[src/rtl/eth_sat_counter.sv]
// Saturating accumulator with synchronous clear; clear wins over increment.
module eth_sat_counter #(
    parameter int unsigned W_CNT = 32,
    parameter int unsigned W_INC = 1
) (
    input  logic             clk,
    input  logic             rst_n,
    input  logic             clear_i,
    input  logic             inc_en_i,
    input  logic [W_INC-1:0] inc_i,
    output logic [W_CNT-1:0] cnt_o
);
    localparam int unsigned W_SUM = ((W_CNT > W_INC) ? W_CNT : W_INC) + 1;
    localparam logic [W_SUM-1:0] CNT_MAX = W_SUM'({W_CNT{1'b1}});

    logic [W_CNT-1:0] cnt_q, cnt_d;
    logic [W_SUM-1:0] sum;

    always_comb begin
        sum   = W_SUM'(cnt_q) + W_SUM'(inc_i);
        cnt_d = cnt_q;
        if (clear_i) begin
            cnt_d = '0;
        end else if (inc_en_i) begin
            cnt_d = (sum > CNT_MAX) ? '1 : sum[W_CNT-1:0];
        end
    end

    always_ff @(posedge clk or negedge rst_n) begin
        if (!rst_n) begin
            cnt_q <= '0;
        end else begin
            cnt_q <= cnt_d;
        end
    end

    assign cnt_o = cnt_q;
endmodule

[config.mk]
export PLATFORM = sky130hd
export DESIGN_NAME = eth_sat_counter
export DESIGN_NICKNAME = d
export VERILOG_FILES = /design/src/rtl/eth_sat_counter.sv
export SDC_FILE = /design/constraint.sdc
export NUM_CORES = 1
export LEC_CHECK = 0
export ABC_AREA = 0
export CAP_MARGIN = 20
export CELL_PAD_IN_SITES_DETAIL_PLACEMENT = 1
export CELL_PAD_IN_SITES_GLOBAL_PLACEMENT = 2
export CORE_MARGIN = 4
export CORE_UTILIZATION = 35
export CTS_BUF_LIST = sky130_fd_sc_hd__clkbuf_8
export CTS_CLUSTER_DIAMETER = 50
export CTS_CLUSTER_SIZE = 28
export DETAILED_ROUTE_END_ITERATION = 12
export PLACE_DENSITY_LB_ADDON = 0.1
export SYNTH_ARGS = -nofsm -noshare
export SYNTH_HDL_FRONTEND = slang
export SYNTH_SLANG_ARGS = --single-unit
[constraint.sdc]
create_clock -name clk -period 2.74 [get_ports clk]
set_input_delay 0.548 -clock clk [delete_from_list [all_inputs] [get_ports clk]]
set_output_delay 0.548 -clock clk [all_outputs]
set_load 0.05 [all_outputs]
==> results.md, run 1 <==
- Layout cell share with drive strength beyond 1: approximately an eighth
- Post-CTS Hold Buffers: 0
- Clock group share of total power: 42.1%
- Global Route Usage Sum: 18.1%
- Status: complete, no violations
- Violation count after the first detailed-route iteration: 84
- Buffer and inverter count on the worst path: 1
- Max reg flops: 32
- Vias in the first global route: around 2.0k
- IO Pins: 37
- Largest area contributor in the netlist: dfrtp_1
- Leakage power: 0.00101 uW
- CP max-delay cell: o41a_1
- Routability cong.: 0.775
- Fillers: 648
- Worst path max stage delay: between 500 and 600 ps
- Mapped cell area: 1970 um2
- Unique masters post-synth: 40
- Area grow syn2layout: 28.8%
- Setup repair bufs after CTS: 0
- Max IR drop VDD: 195 uV
- DP Worst Slack: 167 ps
- Syn_nets: 229
- Crit Path Category: primary input to flop
- Pins over their slew limit: 0
- Cell Rows: 27
- Worst-skew pair later-pin latency: 290 ps
- NetSw: 231 uW
- H-Tree Depth: 2
- ANT cells: 0
- RSZ-0062 raised after global routing: false
- Routed WL per cell: 17.5 um
- Top post-synthesis cells by area: dfrtp_1, nor3_1, nor2_1
- Final #Nets: 270
- TritonRoute pass-1 iters: 4
- Top delay family on crit path: simple AND/OR/NAND/NOR gates
- Max Buffers Root-to-Sink: 2
- Initial Util: 36.0%
- Least-Margin Pin Slew: 508 ps
- Sink Count: 32
- Flops & latches, synth: 32
- DRC violations left: 0
- Initial antenna violation count: 0
- Chip height: a little over 80 um
- Max-cap violations: 0
- Tmin final: 2300 ps
- Total power: slightly above 900 uW
- Gate power share: approximately 6.3%
- Antenna viol nets, final: 0
- Crit path DAT: 2490 ps
- Skew final: 13.4 ps
- Final cycle utilization of the critical path: 84.1%
- CP Capture Type: flop
- Largest net degree at the start of global routing: 33
- Setup ws final: around 440 ps
- Share of power burned in registers: approximately 52%
- Pint: 692 uW
- Max-slew headroom: between 60% and 70%
- Die width: roughly 83 um
- Clk slew on worst S/H paths: 70 ps
- Synth Warn #: 0
- CTS Buf Count: 5
- Power per Cell Area: ~360 nW/um2
- Register area share after synthesis: between 40% and 50%
- Required time of the critical path: 2930 ps
- HP Class: flop to flop
- Post-Synthesis Cells: 222
- CTS root buffer: clkbuf_8
- Avg Cell Area, Syn: 8.87 um2
- Mean number of vias per cell: 5.59
- Post-synth top area share: 40.7%
- First-pass GRT wire length: around 10 mm
- Count of input and output buffers: 36
- TritonCTS clock tree: done
- Final setup vio count: 0
- Die area: 6890 um2
- Highest Clock Rate: 434 MHz
- Routed vias: 1878
- Worst-path cell chain: clkdlybuf4s50_1 -> ha_1 -> nand3_1 -> o41a_1 -> and3_1 -> nor4_2
- Element type at the critical path start: primary input
- Post-DP HPWL: 4.13 mm
- Core area: 5470 um2
- Fin Setup TNS: 0 ps
- CTS resizes: 0
- Overflow after GRT: 0
- Final wirelength: between 5 and 6 mm
- Switching share of total power: 25.1%
- Final Hold Viols: 0
- Crit path max fanout: 7
-- routing by layer --
metal / share of wire [%] / up-vias / track usage, %
met5: 0 / - / 0
met1: 48 / 934 / 24.6
met2: 49 / 26 / 29.7
li1: - / 916 / -
met4: 0.42 / 0 / 4.46
met3: 2.5 / 2 / 3.37
-- worst paths after layout --
path	startpoint	to	slack, ps	depth (start not counted)
setup / recovery	inc_i	cnt_o[25]$_DFFE_PN0P_	440	6
hold / removal	cnt_o[26]$_DFFE_PN0P_	cnt_o[26]$_DFFE_PN0P_	570	1
setup reg to reg	cnt_o[3]$_DFFE_PN0P_	cnt_o[25]$_DFFE_PN0P_	530	5
hold reg to reg	cnt_o[26]$_DFFE_PN0P_	cnt_o[26]$_DFFE_PN0P_	570	1
max in group asynchronous	rst_n	cnt_o[10]$_DFFE_PN0P_	1750	2
min in group asynchronous	rst_n	cnt_o[30]$_DFFE_PN0P_	670	2
-- placed cells by master, fill, tap and decap left out, types with 2 or more instances in the layout --
| cell type | instances |
|---|---|
| and3_1 | 9 |
| inv_1 | 4 |
| nor4_2 | 4 |
| o22ai_1 | 3 |
| nand4_1 | 8 |
| ha_1 | 2 |
| a21oi_1 | 3 |
| nor4_1 | 7 |
| dfrtp_1 | 32 |
| a31oi_1 | 7 |
| buf_4 | 14 |
| and3b_1 | 2 |
| nand3_1 | 15 |
| nand2_1 | 17 |
| clkbuf_8 | 6 |
| a311oi_1 | 2 |
| o21a_1 | 6 |
| nor3_1 | 27 |
| and4_1 | 5 |
| mux2i_1 | 4 |
| nand4_4 | 2 |
| nor2_1 | 26 |
| a41oi_1 | 3 |
| clkdlybuf4s50_1 | 36 |
| clkinv_2 | 2 |
| a211oi_1 | 4 |
| and2_1 | 2 |
-- cells in the mapped netlist --
master,instances
nor2b_1,1
nand4_4,2
buf_1,1
and2_0,1
buf_4,2
o22ai_1,3
o21a_1,6
a41oi_1,3
nor3_1,27
mux2i_1,4
and4b_1,1
and4_1,5
nand3_1,15
nand4_1,8
or2_4,1
inv_1,4
o41a_1,1
and3_1,9
o21ba_2,1
nor3_2,1
a211oi_1,4
a21oi_1,3
a31oi_1,7
and4_4,1
ha_1,2
nor4_1,7
nand2_1,17
dfrtp_1,32
buf_6,1
mux2_2,1
buf_2,5
nor2_1,26
and3b_1,2
nor4_2,4
and2_1,2
clkbuf_1,7
a311oi_1,2
or4_1,1
xor2_1,1
nor4_4,1
-- stage by stage --
step / util [%] / hold WS [ps] / instances / cell area [um2]
global route: 46.3 / 619 / 336 / 2540
floorplan: - / 252 / 222 / 1970
finish: 46.3 / 573 / 336 / 2540
detailed placement: 44.7 / 564 / 328 / 2440
CTS: 46.3 / 580 / 336 / 2540
global placement: 44.7 / 561 / 328 / 2440
-- power groups by stage --
stage | Sequential [uW] | Clock (uW) | Combinational, uW
CTS | 476 | 401 | 60.1
global placement | 485 | 0 | 60.0
detailed placement | 485 | 0 | 59.9
global route | 476 | 421 | 66.0
floorplan | 490 | 0 | 24.1
finish | 476 | 389 | 58.4
-- area by class of cell --
class | instances | area (um2) | area share [%]
multi-input cells | 170 | 1070 | 42.3
flip-flops and latches | 32 | 801 | 31.6
repair buffers | 50 | 465 | 18.4
well taps | 72 | 90.1 | 3.55
clock buffers | 6 | 82.6 | 3.26
inverters | 4 | 15.0 | 0.592
clock inverters | 2 | 10.0 | 0.395
-- cell families after synthesis --
family | Yosys count | synth area share (%)
buffers and inverters | 20 | 4.89
xor gates and xnor gates | 1 | 0.445
DFF | 32 | 40.7
muxes | 5 | 2.60
AOI/OAI and AO/OA | 30 | 11.1
adders and majority gates | 2 | 1.27
and+or+nand+nor | 132 | 39.1
Power figures use the tool's default switching activity.
==> inputs of run 2 (changes only) <==
--- a/config.mk
+++ b/config.mk
@@ -10,7 +10,7 @@
 export CELL_PAD_IN_SITES_DETAIL_PLACEMENT = 1
 export CELL_PAD_IN_SITES_GLOBAL_PLACEMENT = 2
 export CORE_MARGIN = 4
-export CORE_UTILIZATION = 35
+export CORE_UTILIZATION = 29
 export CTS_BUF_LIST = sky130_fd_sc_hd__clkbuf_8
 export CTS_CLUSTER_DIAMETER = 50
 export CTS_CLUSTER_SIZE = 28
==> constraint.sdc (replaced) <==
create_clock -name clk -period 2 [get_ports clk]
set_input_delay 0.4 -clock clk [delete_from_list [all_inputs] [get_ports clk]]
set_output_delay 0.4 -clock clk [all_outputs]
set_load 0.05 [all_outputs]
==> results.md, run 2 (synthesized netlist as in run 1, its figures left out) <==
- Status: complete, no violations
- Skew final: 6.43 ps (-6.95 ps)
- Layout cell share with drive strength beyond 1: 38.2% (+25 points)
- Worst-path cell chain: clkdlybuf4s50_1
- Chip height: 90.4 um (+8.9%)
- Final Hold Viols: 0 (unchanged)
- CTS Buf Count: 5 (unchanged)
- Fin Setup TNS: 0 ps (unchanged)
- Share of power burned in registers: 51.1% (-0.5 points)
- Gate power share: 7.2% (+0.9 points)
- Routed WL per cell: 18.1 um (+3.4%)
- CP Capture Type: output port
- NetSw: 328 uW (+42%)
- Element type at the critical path start: flop
- Most frequent cells in the layout: buf_4, dfrtp_2, nor3_1, nor2_1, clkdlybuf4s50_1
- Max reg flops: 32 (unchanged)
- Post-DP HPWL: 4.73 mm (+15%)
- Routability cong.: 0.745 (-3.9%)
- Required time of the critical path: 1600 ps (-1330 ps)
- Mean number of vias per cell: 5.48 (-1.9%)
- Routed vias: 2028 (+8.0%)
- Largest net degree at the start of global routing: 33 (unchanged)
- Tmin final: 1950 ps
- Final cycle utilization of the critical path: 97.3%
- Crit path DAT: 1550 ps (-940 ps)
- Area grow syn2layout: 45.7%
- Min Hold Slack: 516 ps (-57.5 ps)
- FF-to-FF setup slack: 70 ps (-460 ps)
- DRC violations left: 0 (unchanged)
- Die width: 90.4 um (+8.9%)
- DP Area: 2690 um2 (+10%)
- Max-slew headroom: 66.2% (+0.21 points)
- TritonCTS clock tree: done
- Max IR drop VDD: 186 uV (-4.5%)
- Buffer and inverter count on the worst path: 1 (unchanged)
- Switching share of total power: 25.6% (+0.54 points)
- Die area: 8170 um2 (+19%)
- Cell Rows: 29 (+7.4%)
- CP max-delay cell: clkdlybuf4s50_1
- Highest Clock Rate: approximately 500 MHz
- Placed cells: 359 (+9.5%)
- Crit Path Category: flop to output port
- Clock group share of total power: 41.7% (-0.4 points)
- Core area: 6460 um2 (+18%)
- Most common cell after layout, fill and taps aside: buf_4
- Sequential cell area: 835 um2 (+4.2%)
- Top delay family on crit path: buffers and inverters
- Crit path max fanout: 4 (-3)
- First-pass GRT wire length: 11.3 mm (+9.8%)
- Leakage power: 0.00118 uW (+16%)
- ANT cells: 0 (unchanged)
- Final setup vio count: 0 (unchanged)
- Violation count after the first detailed-route iteration: 103 (+23%)
- HP Class: primary input to async pin
- Non-filler cells in the finished layout: 370 (+10%)
- Worst path max stage delay: 820 ps (+250 ps)
- CTS root buffer: clkbuf_8
- Vias in the first global route: 2198 (+11%)
- Path depth of the worst reg2reg path: 5 (unchanged)
- Count of input and output buffers: 36 (unchanged)
- Final #Nets: 299 (+11%)
- Least-Margin Pin Slew: 505 ps (-3.10 ps)
- Antenna viol nets, final: 0 (unchanged)
- Initial Util: 30.5% (-5.5 points)
- IO Pins: 37 (unchanged)
- Global Route Usage Sum: 17.1% (-0.96 points)
- Fillers: 770 (+19%)
- DP Worst Slack: -482 ps (-649 ps)
- Max Buffers Root-to-Sink: 2 (unchanged)
- Sink Count: 32 (unchanged)
- Setup ws final: 54.9 ps (-382 ps)
- Clk slew on worst S/H paths: 70 ps (about the same)
- H-Tree Depth: 2 (unchanged)
- Pint: 953 uW (+38%)
- Pins over their slew limit: 0 (unchanged)
- Power per Cell Area: 446 nW/um2 (+22%)
- Worst-skew pair later-pin latency: 290 ps (about the same)
- Final wirelength: 6.71 mm (+14%)
- Multi-input logic area: 1160 um2 (+8.1%)
- Overflow after GRT: 0 (unchanged)
- Finished Cell Area: 2870 um2 (+13%)
- TritonRoute pass-1 iters: 4 (unchanged)
- WP depth: 1 (-5)
- Max-cap violations: 0 (unchanged)
- Initial antenna violation count: 0 (unchanged)
## run 2: power groups by stage
stage / Clock [uW] / Combinational, uW / Sequential, uW
finish: 533 / 92.6 / 654
global route: 592 / 103 / 654
detailed placement: 0 / 90.5 / 666
floorplan: 0 / 33.7 / 673
global placement: 0 / 90.4 / 666
CTS: 552 / 91.8 / 653
## run 2: repair_timing
item,in CTS,in global routing
pin swaps,2,6
gates resized for setup,5,8
buffers inserted,0,3
hold buffers,0,0
setup endpoints to repair,18,15
## run 2: layer usage
layer  part of all wire (%)  GRT usage (%)  routed length [um]  vias up
li1                       -              -                   -      969
met1                     48           22.8                3210     1010
met2                     47           27.8                3160       38
met3                    3.0           3.33                 199       11
met4                    2.0           5.87                 136        0
met5                      0              0                   0        -
## run 2: worst reg2reg max path, stage by stage (launching register included)
cell     delay, ps
dfrtp_2        390
and4_4         260
nand4_4        200
o41a_1         600
a31oi_1        260
o21a_1         160
## run 2: final cells by class
class,instances,share of cell area [%]
repair buffers,79,23.5
flip-flops and latches,32,29.1
clock buffers,6,2.88
clock inverters,2,0.262
multi-input cells,170,40.4
inverters,4,0.523
well taps,77,3.36
## run 2: final timing paths
path,start,endpoint
min reg2reg,cnt_o[4]$_DFFE_PN0P_,cnt_o[4]$_DFFE_PN0P_
max in group asynchronous,rst_n,cnt_o[17]$_DFFE_PN0P_
min in group clk,cnt_o[4]$_DFFE_PN0P_,cnt_o[4]$_DFFE_PN0P_
min,rst_n,cnt_o[12]$_DFFE_PN0P_
max,cnt_o[0]$_DFFE_PN0P_,cnt_o[0]
max reg2reg,cnt_o[11]$_DFFE_PN0P_,cnt_o[9]$_DFFE_PN0P_
## run 2: metrics by stage
step,utilization [%],total power [uW]
2_1_floorplan,-,706
6_report,44.4,1280
3_3_place_gp,41.7,756
4_1_cts,43.3,1300
3_5_place_dp,41.7,756
5_1_grt,44.4,1350
==> inputs of run 3 (changes only) <==
--- a/config.mk
+++ b/config.mk
@@ -9,7 +9,7 @@
 export CAP_MARGIN = 20
 export CELL_PAD_IN_SITES_DETAIL_PLACEMENT = 1
 export CELL_PAD_IN_SITES_GLOBAL_PLACEMENT = 2
-export CORE_MARGIN = 4
+export CORE_MARGIN = 2
 export CORE_UTILIZATION = 29
 export CTS_BUF_LIST = sky130_fd_sc_hd__clkbuf_8
 export CTS_CLUSTER_DIAMETER = 50
==> results.md, run 3 (synthesized netlist as in run 1, its figures left out) <==
- Most common cell after layout, fill and taps aside: buf_4
- Sink Count: 32 (unchanged)
- Chip height: 86.4 um (-4.4%)
- Initial antenna violation count: 0 (unchanged)
- Post-CTS Hold Buffers: 0 (unchanged)
- Cell Rows: 30 (+3.4%)
- Path depth of the worst reg2reg path: 5 (unchanged)
- CTS root buffer: clkbuf_8
- Die width: 86.4 um (-4.4%)
- Crit Path Category: flop to output port
- H-Tree Depth: 2 (unchanged)
- Fin Setup TNS: 0 ps (unchanged)
- Antenna viol nets, final: 0 (unchanged)
- Total power: 1400 uW (+9.0%)
- Tmin final: 1970 ps (+23.3 ps)
- Area grow syn2layout: 48.2%
- Power per Cell Area: 478 nW/um2 (+7.2%)
- CP max-delay cell: clkdlybuf4s50_1
- Layout cell share with drive strength beyond 1: 39.3% (+1.0 points)
- Max IR drop VDD: 399 uV (+110%)
- Die area: 7470 um2 (-8.7%)
- Least-Margin Pin Slew: 517 ps (+12.4 ps)
- ANT cells: 0 (unchanged)
- Element type at the critical path start: flop
- Pins over their slew limit: 0 (unchanged)
- Max reg flops: 32 (unchanged)
- Routed vias: 2050 (+1.1%)
- Overflow after GRT: 0 (unchanged)
- Crit path max fanout: 3 (-1)
- IO Pins: 37 (unchanged)
- Largest net degree at the start of global routing: 33 (unchanged)
- Core area: 6680 um2 (+3.4%)
- Max-slew headroom: 65.4% (-0.83 points)
- Max-cap violations: 0 (unchanged)
- First-pass GRT wire length: 10.9 mm (-3.4%)
- Reg2reg start: cnt_o[11]$_DFFE_PN0P_
- Most frequent cells in the layout: buf_4, dfrtp_2, nor2_1, nor3_1, clkdlybuf4s50_1
- Mean number of vias per cell: 5.42 (-1.1%)
- Final cycle utilization of the critical path: 98.4% (+1.2 points)
- Clk slew on worst S/H paths: 80 ps (about the same)
- Initial Util: 29.5% (-1.0 points)
- TritonRoute pass-1 iters: 4 (unchanged)
- Leakage power: 0.00125 uW (+6.0%)
- Vias in the first global route: 2033 (-7.5%)
- CTS Buf Count: 5 (unchanged)
- Routability cong.: 0.784 (+5.3%)
- Final Hold Viols: 0 (unchanged)
- FF-to-FF setup slack: 90 ps (+20 ps)
- Crit path DAT: 1570 ps (+20 ps)
- Required time of the critical path: 1600 ps (about the same)
- Max Buffers Root-to-Sink: 2 (unchanged)
- Final #Nets: 304 (+1.7%)
- CP Capture Type: output port
- HP Class: primary input to async pin
- TritonCTS clock tree: done
- Final wirelength: 6.75 mm (+0.54%)
- Routed WL per cell: 17.8 um (-1.6%)
- Capturing point of the worst reg2reg path: cnt_o[23]$_DFFE_PN0P_
- Status: complete, no violations
- Count of input and output buffers: 36 (unchanged)
- Skew final: 4.49 ps (-1.94 ps)
- Worst-path cell chain: clkdlybuf4s50_1
- Global Route Usage Sum: 18.9% (+1.8 points)
- Buffer and inverter count on the worst path: 1 (unchanged)
- Worst path max stage delay: 830 ps (about the same)
- Top delay family on crit path: buffers and inverters
- Highest Clock Rate: 508 MHz (-1.2%)
- DRC violations left: 0 (unchanged)
- Violation count after the first detailed-route iteration: 96 (-6.8%)
- Post-DP HPWL: 4.73 mm (about the same)
- Worst-skew pair later-pin latency: 290 ps (about the same)
- Final setup vio count: 0 (unchanged)
## run 3: metrics by stage
step | setup WS [ps] | instances | utilization [%] | hold slack, ps | cell area [um2]
after CTS | 1.81 | 375 | 43.0 | 542 | 2870
after detailed placement | -479 | 367 | 41.0 | 555 | 2740
final | 31.6 | 378 | 43.7 | 517 | 2920
after global placement | -382 | 367 | 41.0 | 547 | 2740
after global routing | -7.19 | 378 | 43.7 | 556 | 2920
after floorplan | -25.3 | 222 | - | 104 | 2040
## run 3: final cells by class
| type | instances | area, um2 |
|---|---|---|
| Fill cell | 780 | 3760 |
| Multi-Input combinational cell | 170 | 1130 |
| Sequential cell | 32 | 835 |
| Timing Repair Buffer | 84 | 731 |
| Tap cell | 80 | 100 |
| Clock buffer | 5 | 68.8 |
| Clock inverter | 3 | 42.5 |
| Inverter | 4 | 15.0 |
## run 3: worst max path at each step
| stage | startpoint | end | depth (start not counted) |
|---|---|---|---|
| 5_1_grt | cnt_o[31]$_DFFE_PN0P_ | cnt_o[31] | 1 |
| 6_report | cnt_o[31]$_DFFE_PN0P_ | cnt_o[31] | 1 |
| 3_5_place_dp | inc_i | cnt_o[27]$_DFFE_PN0P_ | 6 |
| 4_1_cts | cnt_o[18]$_DFFE_PN0P_ | cnt_o[23]$_DFFE_PN0P_ | 5 |
| 3_3_place_gp | inc_i | cnt_o[23]$_DFFE_PN0P_ | 6 |
| 2_1_floorplan | cnt_o[9]$_DFFE_PN0P_ | cnt_o[25]$_DFFE_PN0P_ | 6 |
## run 3: power by group
part	leakage, uW	switching, uW	internal, uW	total [uW]
Sequential	0.000401	4.26	649	653
Clock	0.0000541	284	369	653
Combinational	0.000790	59.8	29.3	89.1
## run 3: per-layer routing
layer  GRT usage [%]  up-vias  part of all wire (%)
li1                -      989                     -
met1            26.7     1018                    50
met2            30.1       36                    47
met3            3.14        7                   2.4
met4            4.69        0                   1.0
met5               0        -                     0
## run 3: what timing repair did
item                       4_1_cts  5_1_grt
hold endpoints to repair         0        0
resized for setup                8        9
pin swaps                        2        3
buffers inserted                 0        3
setup endpoints to repair       14       22
